$ cat config.mk
export PLATFORM = sky130hd
export DESIGN_NAME = hilo_muldiv_unit
export DESIGN_NICKNAME = d
export VERILOG_FILES = /design/src/rtl/mips_defs_pkg.sv /design/src/rtl/div_iter.sv /design/src/rtl/hilo_muldiv_unit.sv
export SDC_FILE = /design/constraint.sdc
export NUM_CORES = 2
export LEC_CHECK = 0
export CAP_MARGIN = 20
export CORE_MARGIN = 2
export CORE_UTILIZATION = 45
export DETAILED_ROUTE_END_ITERATION = 10
export RECOVER_POWER = 50
export SYNTH_ARGS = -nofsm -noshare
export SYNTH_HDL_FRONTEND = slang
export SYNTH_SLANG_ARGS = --single-unit
export TNS_END_PERCENT = 30
$ cat constraint.sdc
create_clock -name clka -period 6.3 [get_ports clka]
set_input_delay 0.63 -clock clka [delete_from_list [all_inputs] [get_ports clka]]
set_output_delay 0.63 -clock clka [all_outputs]
set_load 0.1 [all_outputs]
$ cat src/rtl/mips_defs_pkg.sv
// Shared definitions for the HI/LO multiply/divide unit.
// No logic: opcode encodings, FSM state type and default datapath width.
// No flow control of its own.
package mips_defs_pkg;

    localparam int HILO_W = 32;

    localparam logic [2:0] MD_OP_MULT  = 3'd0;
    localparam logic [2:0] MD_OP_MULTU = 3'd1;
    localparam logic [2:0] MD_OP_DIV   = 3'd2;
    localparam logic [2:0] MD_OP_DIVU  = 3'd3;
    localparam logic [2:0] MD_OP_MTHI  = 3'd4;
    localparam logic [2:0] MD_OP_MTLO  = 3'd5;

    typedef enum logic [1:0] {
        IDLE = 2'd0,
        MUL  = 2'd1,
        DIV  = 2'd2
    } md_state_t;

    // Multi-cycle ops are the ones that stall the pipeline.
    function automatic logic op_is_md(input logic [2:0] op);
        return op <= MD_OP_DIVU;
    endfunction

endpackage

$ cat src/rtl/div_iter.sv
// Restoring radix-2 divider with sign fix-up; quotient/remainder valid while done is high.
// Latency: WIDTH cycles after start, or the start cycle itself for a zero divisor.
// No backpressure: start is only pulsed when idle, flush aborts immediately.
module div_iter #(
    parameter int WIDTH = 32
) (
    input  logic             clka,
    input  logic             rst,
    input  logic             start,
    input  logic             flush,
    input  logic             is_signed,
    input  logic [WIDTH-1:0] dividend,
    input  logic [WIDTH-1:0] divisor,
    output logic             done,
    output logic [WIDTH-1:0] quotient,
    output logic [WIDTH-1:0] remainder
);

    localparam int CW = $clog2(WIDTH + 1);

    logic             active;
    logic [CW-1:0]    cnt;
    logic [WIDTH-1:0] rem_q, quo_q, dvs_q;
    logic             neg_q, neg_r;

    logic             a_neg, b_neg, div_zero, last;
    logic [WIDTH:0]   shifted, diff;
    logic [WIDTH-1:0] rem_n, quo_n;

    assign a_neg    = is_signed & dividend[WIDTH-1];
    assign b_neg    = is_signed & divisor[WIDTH-1];
    assign div_zero = start & (divisor == '0);

    // Quotient bits shift out of quo_q's MSB into the partial remainder.
    assign shifted = {rem_q, quo_q[WIDTH-1]};
    assign diff    = shifted - {1'b0, dvs_q};
    assign rem_n   = diff[WIDTH] ? shifted[WIDTH-1:0] : diff[WIDTH-1:0];
    assign quo_n   = {quo_q[WIDTH-2:0], ~diff[WIDTH]};

    assign last      = active & (cnt == CW'(1));
    assign done      = div_zero | last;
    assign quotient  = div_zero ? '1 : (neg_q ? -quo_n : quo_n);
    assign remainder = div_zero ? dividend : (neg_r ? -rem_n : rem_n);

    always_ff @(posedge clka or negedge rst) begin
        if (!rst) begin
            active <= 1'b0;
            cnt    <= '0;
            rem_q  <= '0;
            quo_q  <= '0;
            dvs_q  <= '0;
            neg_q  <= 1'b0;
            neg_r  <= 1'b0;
        end else if (flush) begin
            active <= 1'b0;
        end else if (start && !div_zero) begin
            active <= 1'b1;
            cnt    <= CW'(WIDTH);
            rem_q  <= '0;
            quo_q  <= a_neg ? -dividend : dividend;
            dvs_q  <= b_neg ? -divisor : divisor;
            neg_q  <= a_neg ^ b_neg;
            neg_r  <= a_neg;
        end else if (active) begin
            rem_q <= rem_n;
            quo_q <= quo_n;
            cnt   <= cnt - 1'b1;
            if (last) active <= 1'b0;
        end
    end

endmodule

$ cat src/rtl/hilo_muldiv_unit.sv
// Multiply/divide engine owning HI/LO; MULT/MULTU/DIV/DIVU multi-cycle, MTHI/MTLO single-cycle.
// Latency: MUL_STAGES cycles for multiply, WIDTH+1 for divide (1 on zero divisor), 1 for MT.
// Backpressure: busy stalls the pipeline from the issue cycle; starts while busy are dropped.
import mips_defs_pkg::*;

module hilo_muldiv_unit #(
    parameter int WIDTH      = HILO_W,
    parameter int MUL_STAGES = 2
) (
    input  logic             clka,
    input  logic             rst,
    input  logic             start_i,
    input  logic [2:0]       op_i,
    input  logic [WIDTH-1:0] src_a_i,
    input  logic [WIDTH-1:0] src_b_i,
    input  logic             flush_i,
    output logic             busy_o,
    output logic             done_o,
    output logic [WIDTH-1:0] hi_o,
    output logic [WIDTH-1:0] lo_o
);

    localparam int CW = $clog2(MUL_STAGES + 1);

    md_state_t          state;
    logic [CW-1:0]      mul_cnt;
    logic [WIDTH-1:0]   hi_q, lo_q;
    logic               done_q;

    logic               accept, mul_signed, div_signed, div_start, div_done;
    logic [2*WIDTH-1:0] ext_a, ext_b, prod_now, prod_last;
    logic [WIDTH-1:0]   div_q, div_r;

    assign accept     = start_i & ~flush_i & (state == IDLE);
    assign mul_signed = (op_i == MD_OP_MULT);
    assign div_signed = (op_i == MD_OP_DIV);
    assign div_start  = accept & ((op_i == MD_OP_DIV) | (op_i == MD_OP_DIVU));

    // Sign- or zero-extension lets one 2W x 2W product serve both MULT and MULTU.
    assign ext_a    = {{WIDTH{mul_signed & src_a_i[WIDTH-1]}}, src_a_i};
    assign ext_b    = {{WIDTH{mul_signed & src_b_i[WIDTH-1]}}, src_b_i};
    assign prod_now = ext_a * ext_b;

    generate
        if (MUL_STAGES > 1) begin : g_pipe
            logic [2*WIDTH-1:0] pipe [MUL_STAGES-1];
            always_ff @(posedge clka) begin
                pipe[0] <= prod_now;
                for (int i = 1; i < MUL_STAGES - 1; i++) pipe[i] <= pipe[i-1];
            end
            assign prod_last = pipe[MUL_STAGES-2];
        end else begin : g_nopipe
            assign prod_last = prod_now;
        end
    endgenerate

    div_iter #(.WIDTH(WIDTH)) u_div (
        .clka      (clka),
        .rst       (rst),
        .start     (div_start),
        .flush     (flush_i),
        .is_signed (div_signed),
        .dividend  (src_a_i),
        .divisor   (src_b_i),
        .done      (div_done),
        .quotient  (div_q),
        .remainder (div_r)
    );

    always_ff @(posedge clka or negedge rst) begin
        if (!rst) begin
            state   <= IDLE;
            mul_cnt <= '0;
            hi_q    <= '0;
            lo_q    <= '0;
            done_q  <= 1'b0;
        end else begin
            done_q <= 1'b0;
            if (flush_i) begin
                state   <= IDLE;
                mul_cnt <= '0;
            end else begin
                unique case (state)
                    IDLE: if (start_i) begin
                        case (op_i)
                            MD_OP_MULT, MD_OP_MULTU: begin
                                if (MUL_STAGES == 1) begin
                                    {hi_q, lo_q} <= prod_now;
                                    done_q       <= 1'b1;
                                end else begin
                                    state   <= MUL;
                                    mul_cnt <= CW'(1);
                                end
                            end
                            MD_OP_DIV, MD_OP_DIVU: begin
                                if (div_done) begin
                                    hi_q   <= div_r;
                                    lo_q   <= div_q;
                                    done_q <= 1'b1;
                                end else begin
                                    state <= DIV;
                                end
                            end
                            MD_OP_MTHI: begin
                                hi_q   <= src_a_i;
                                done_q <= 1'b1;
                            end
                            MD_OP_MTLO: begin
                                lo_q   <= src_a_i;
                                done_q <= 1'b1;
                            end
                            default: ;
                        endcase
                    end
                    MUL: begin
                        if (mul_cnt == CW'(MUL_STAGES - 1)) begin
                            {hi_q, lo_q} <= prod_last;
                            done_q       <= 1'b1;
                            state        <= IDLE;
                        end else begin
                            mul_cnt <= mul_cnt + 1'b1;
                        end
                    end
                    DIV: begin
                        if (div_done) begin
                            hi_q   <= div_r;
                            lo_q   <= div_q;
                            done_q <= 1'b1;
                            state  <= IDLE;
                        end
                    end
                    default: state <= IDLE;
                endcase
            end
        end
    end

    assign busy_o = (start_i & op_is_md(op_i) & ~flush_i & (state == IDLE)) | (state != IDLE);
    assign done_o = done_q;
    assign hi_o   = hi_q;
    assign lo_o   = lo_q;

endmodule

==> impl_metrics.yaml <==
synthesis:
  synth_cells: 6264
  synth_area_mm2: 0.0541
  ys_seq_area_share_pct: 10.4
  postSynthAreaPerCell_um2: 8.63
  yosys.area.top_type_share_pct: 41.7
  synth_nets: 7716
  synthFlopType: "dfrtp_1"
  synthTopCellsByArea: "fa_1 42%, inv_1 8.3%, dfrtp_1 8.1%"
  synth.distinct_cells: 96
  synth_edf_count: 0
  async_flop_share_pct: 73.1
  synth_seq_cells: 238
  ys_warn_count: 0
  yosysTopAreaCell: "fa_1"
route:
  vias_per_cell: 5.53
  drt-wirelength-per-cell_um: 23.2
  drc: 0
  wl_um: 193000
  drt_iter0_drc: 4032
  ant_nets: 0
  vias: 46000
  drt_first_pass_iters: 7
setup_path:
  required_ns: 6.76
  path_class: "in2reg"
  path_common_cell: "fa_1"
  critPathTopFamily: "adder cells"
  rrSetupSlack_ns: 1.10
  cp-start-kind: "input port"
  crit_arrival_ns: 8.00
  cpPeakStageDelay_ns: 0.60
  path_buf_inv: 11
  slowest_stage: "fa_2"
  end_kind: "register"
  critPathMaxFanout: 6
layout:
  final_common_cell: "inv_1"
  finish.utilization_pct: 53.7
  synthToLayoutAreaGrowth_pct: 18.8
  final_cells: 8330
  nets: 8143
  final_cell_mix: "1164 x inv_1, 1086 x fa_1, 1025 x nand2_1"
  drive_gt1_share_pct: 15.4
cts:
  clkTransAtPathRegs_ns: 0.06
  htree_levels: 1
  clkSinkCount: 238
  cts_inserted_buffers: 26
  cts_hold_buf: 0
  clock_latency_ns: 0.58
  clock_path_buffers: 3
  root_buffer: "clkbuf_16"
  cts_tree: "done"
sta:
  final.min_clock_period_ns: 7.54
  hold_violations: 0
  timing.fmax_mhz: 133
  rsz0062_at_grt: "true"
  slew_violations: 208
  finClkSkew_ns: 0.0215
  tightestPinTransition_ns: 4.83
  hold_slack_ns: 0.482
  setup_viol: 42
  period_share_pct: 120
  tns_ns: -32.50
  worst_slack_ns: -1.24
  slew-limit-headroom_pct: -222
floorplan:
  fp-row-count: 127
  ios: 137
  coreArea_mm2: 0.119
  die-width_um: 351
  die-area_mm2: 0.123
  start_util_pct: 45.2
  die_y_um: 351
grt:
  grt-ovfl-total: 0
  track_usage_pct: 31.9
  grt_max_degree: 78
  grt_pass1_vias: 47200
  grt_pass1_wl_um: 295000
  antenna_found_initial: 17
min_path:
  worst_hold_path_type: "reg2reg"
status:
  violations: "max-capacitance violations, max-slew violations, negative setup slack"
  run_status: "finished with violations"
place:
  dp.cells: 8199
  place.port_buffers: 136
  place_hpwl_um: 156000
  gp_congestion: 0.944
flow_run:
  drv_cap: 3
==> Yosys cell counts (11+ instances only) <==
cell,count
fa_1,1126
dfrtp_1,174
ha_1,255
nor2b_1,12
nand2_1,1036
buf_1,48
clkbuf_1,325
or2_2,11
a31oi_1,39
nand3_1,45
nand2b_1,17
nor4_1,28
o21bai_1,11
nor2_1,270
xor2_1,88
o21a_1,22
o41ai_1,12
and3_1,39
buf_2,19
o21ai_0,252
xnor2_1,125
a41oi_1,11
a21oi_1,224
nor3_1,53
nand4_1,17
or3_1,26
a221oi_1,19
a221o_1,17
o31ai_1,36
o211ai_1,31
o22ai_1,12
mux2i_1,33
inv_1,1198
a21o_1,46
dfxtp_1,64
or4_1,11
and2_1,314
a211oi_1,29
==> per-layer routing <==
| metal | part of all wire [%] | track usage, % | wire, µm |
|---|---|---|---|
| met1 | 42 | 43.6 | 80200 |
| met2 | 44 | 49.5 | 85500 |
| met3 | 10 | 7.75 | 19200 |
| met4 | 4.1 | 11.3 | 7970 |
| met5 | 0.039 | 0 | 75 |
==> final cells by class <==
class | instances | area (µm²)
timing repair buffer | 798 | 7460
clock buffer | 37 | 764
inverter | 1201 | 4530
fill | 11200 | 55300
antenna | 7 | 17.5
multi-input combinational | 4426 | 43600
sequential | 238 | 5640
tap | 1612 | 2020
clock inverter | 11 | 166
==> metrics by stage <==
stage          setup slack (ns)  area [µm²]
6_report                  -1.24       64200
4_1_cts                   -1.25       63600
3_3_place_gp              -2.48       61300
2_1_floorplan             -1.41       55000
3_5_place_dp              -2.54       61300
5_1_grt                   -1.46       64200
==> sequential cells by signal (all words and copies together) (netlist names) <==
signal        count
g_pipe.pipe      64
hi_o             32
lo_o             32
u_div.dvs_q      32
u_div.quo_q      32
u_div.rem_q      32
u_div.cnt         6
mul_cnt           2
state             2
done_o            1
u_div.active      1
u_div.neg_q       1
u_div.neg_r       1
==> cells by family (layout without fill, tap and decap cells) <==
group | after synthesis | after routing | share of synthesized area [%]
flops | 238 | 238 | 10.4
xor+xnor | 213 | 213 | 3.45
simple gates | 1916 | 1916 | 16.1
fa+ha+maj | 1381 | 1381 | 47.6
buf+inv | 1600 | 2047 | 11.2
compound gates | 880 | 880 | 10.5
other cells | 0 | 7 | 0
mux | 36 | 36 | 0.678
==> worst min-delay path, delay by kind of cell, from the launching register on <==
| kind | cells | cell delay (ns) |
|---|---|---|
| AO/OA/AOI/OAI | 1 | 0.06 |
| flip-flops | 1 | 0.34 |
| AND/OR/NAND/NOR | 1 | 0.05 |
==> path summary, 6_finish.rpt <==
path,startpoint,to,cells after the start
setup / recovery,op_i[2],g_pipe.pipe[0][60],29
hold / removal,u_div.dvs_q[29],u_div.dvs_q[29],2
setup reg to reg,u_div.quo_q[31],lo_o[26],20
hold reg to reg,u_div.dvs_q[29],u_div.dvs_q[29],2
max in group asynchronous,rst,u_div.dvs_q[28],2
min in group asynchronous,rst,lo_o[8],1
==> what timing repair did <==
action,CTS,global route
gates resized for setup,246,128
pin swaps,153,109
cloned,8,0
setup endpoints to repair,50,47
buffers inserted,54,24
Power is left out: the tool's default activity adds up to more than one toggle a clock period on the data nets, which glitch-free logic cannot reach.
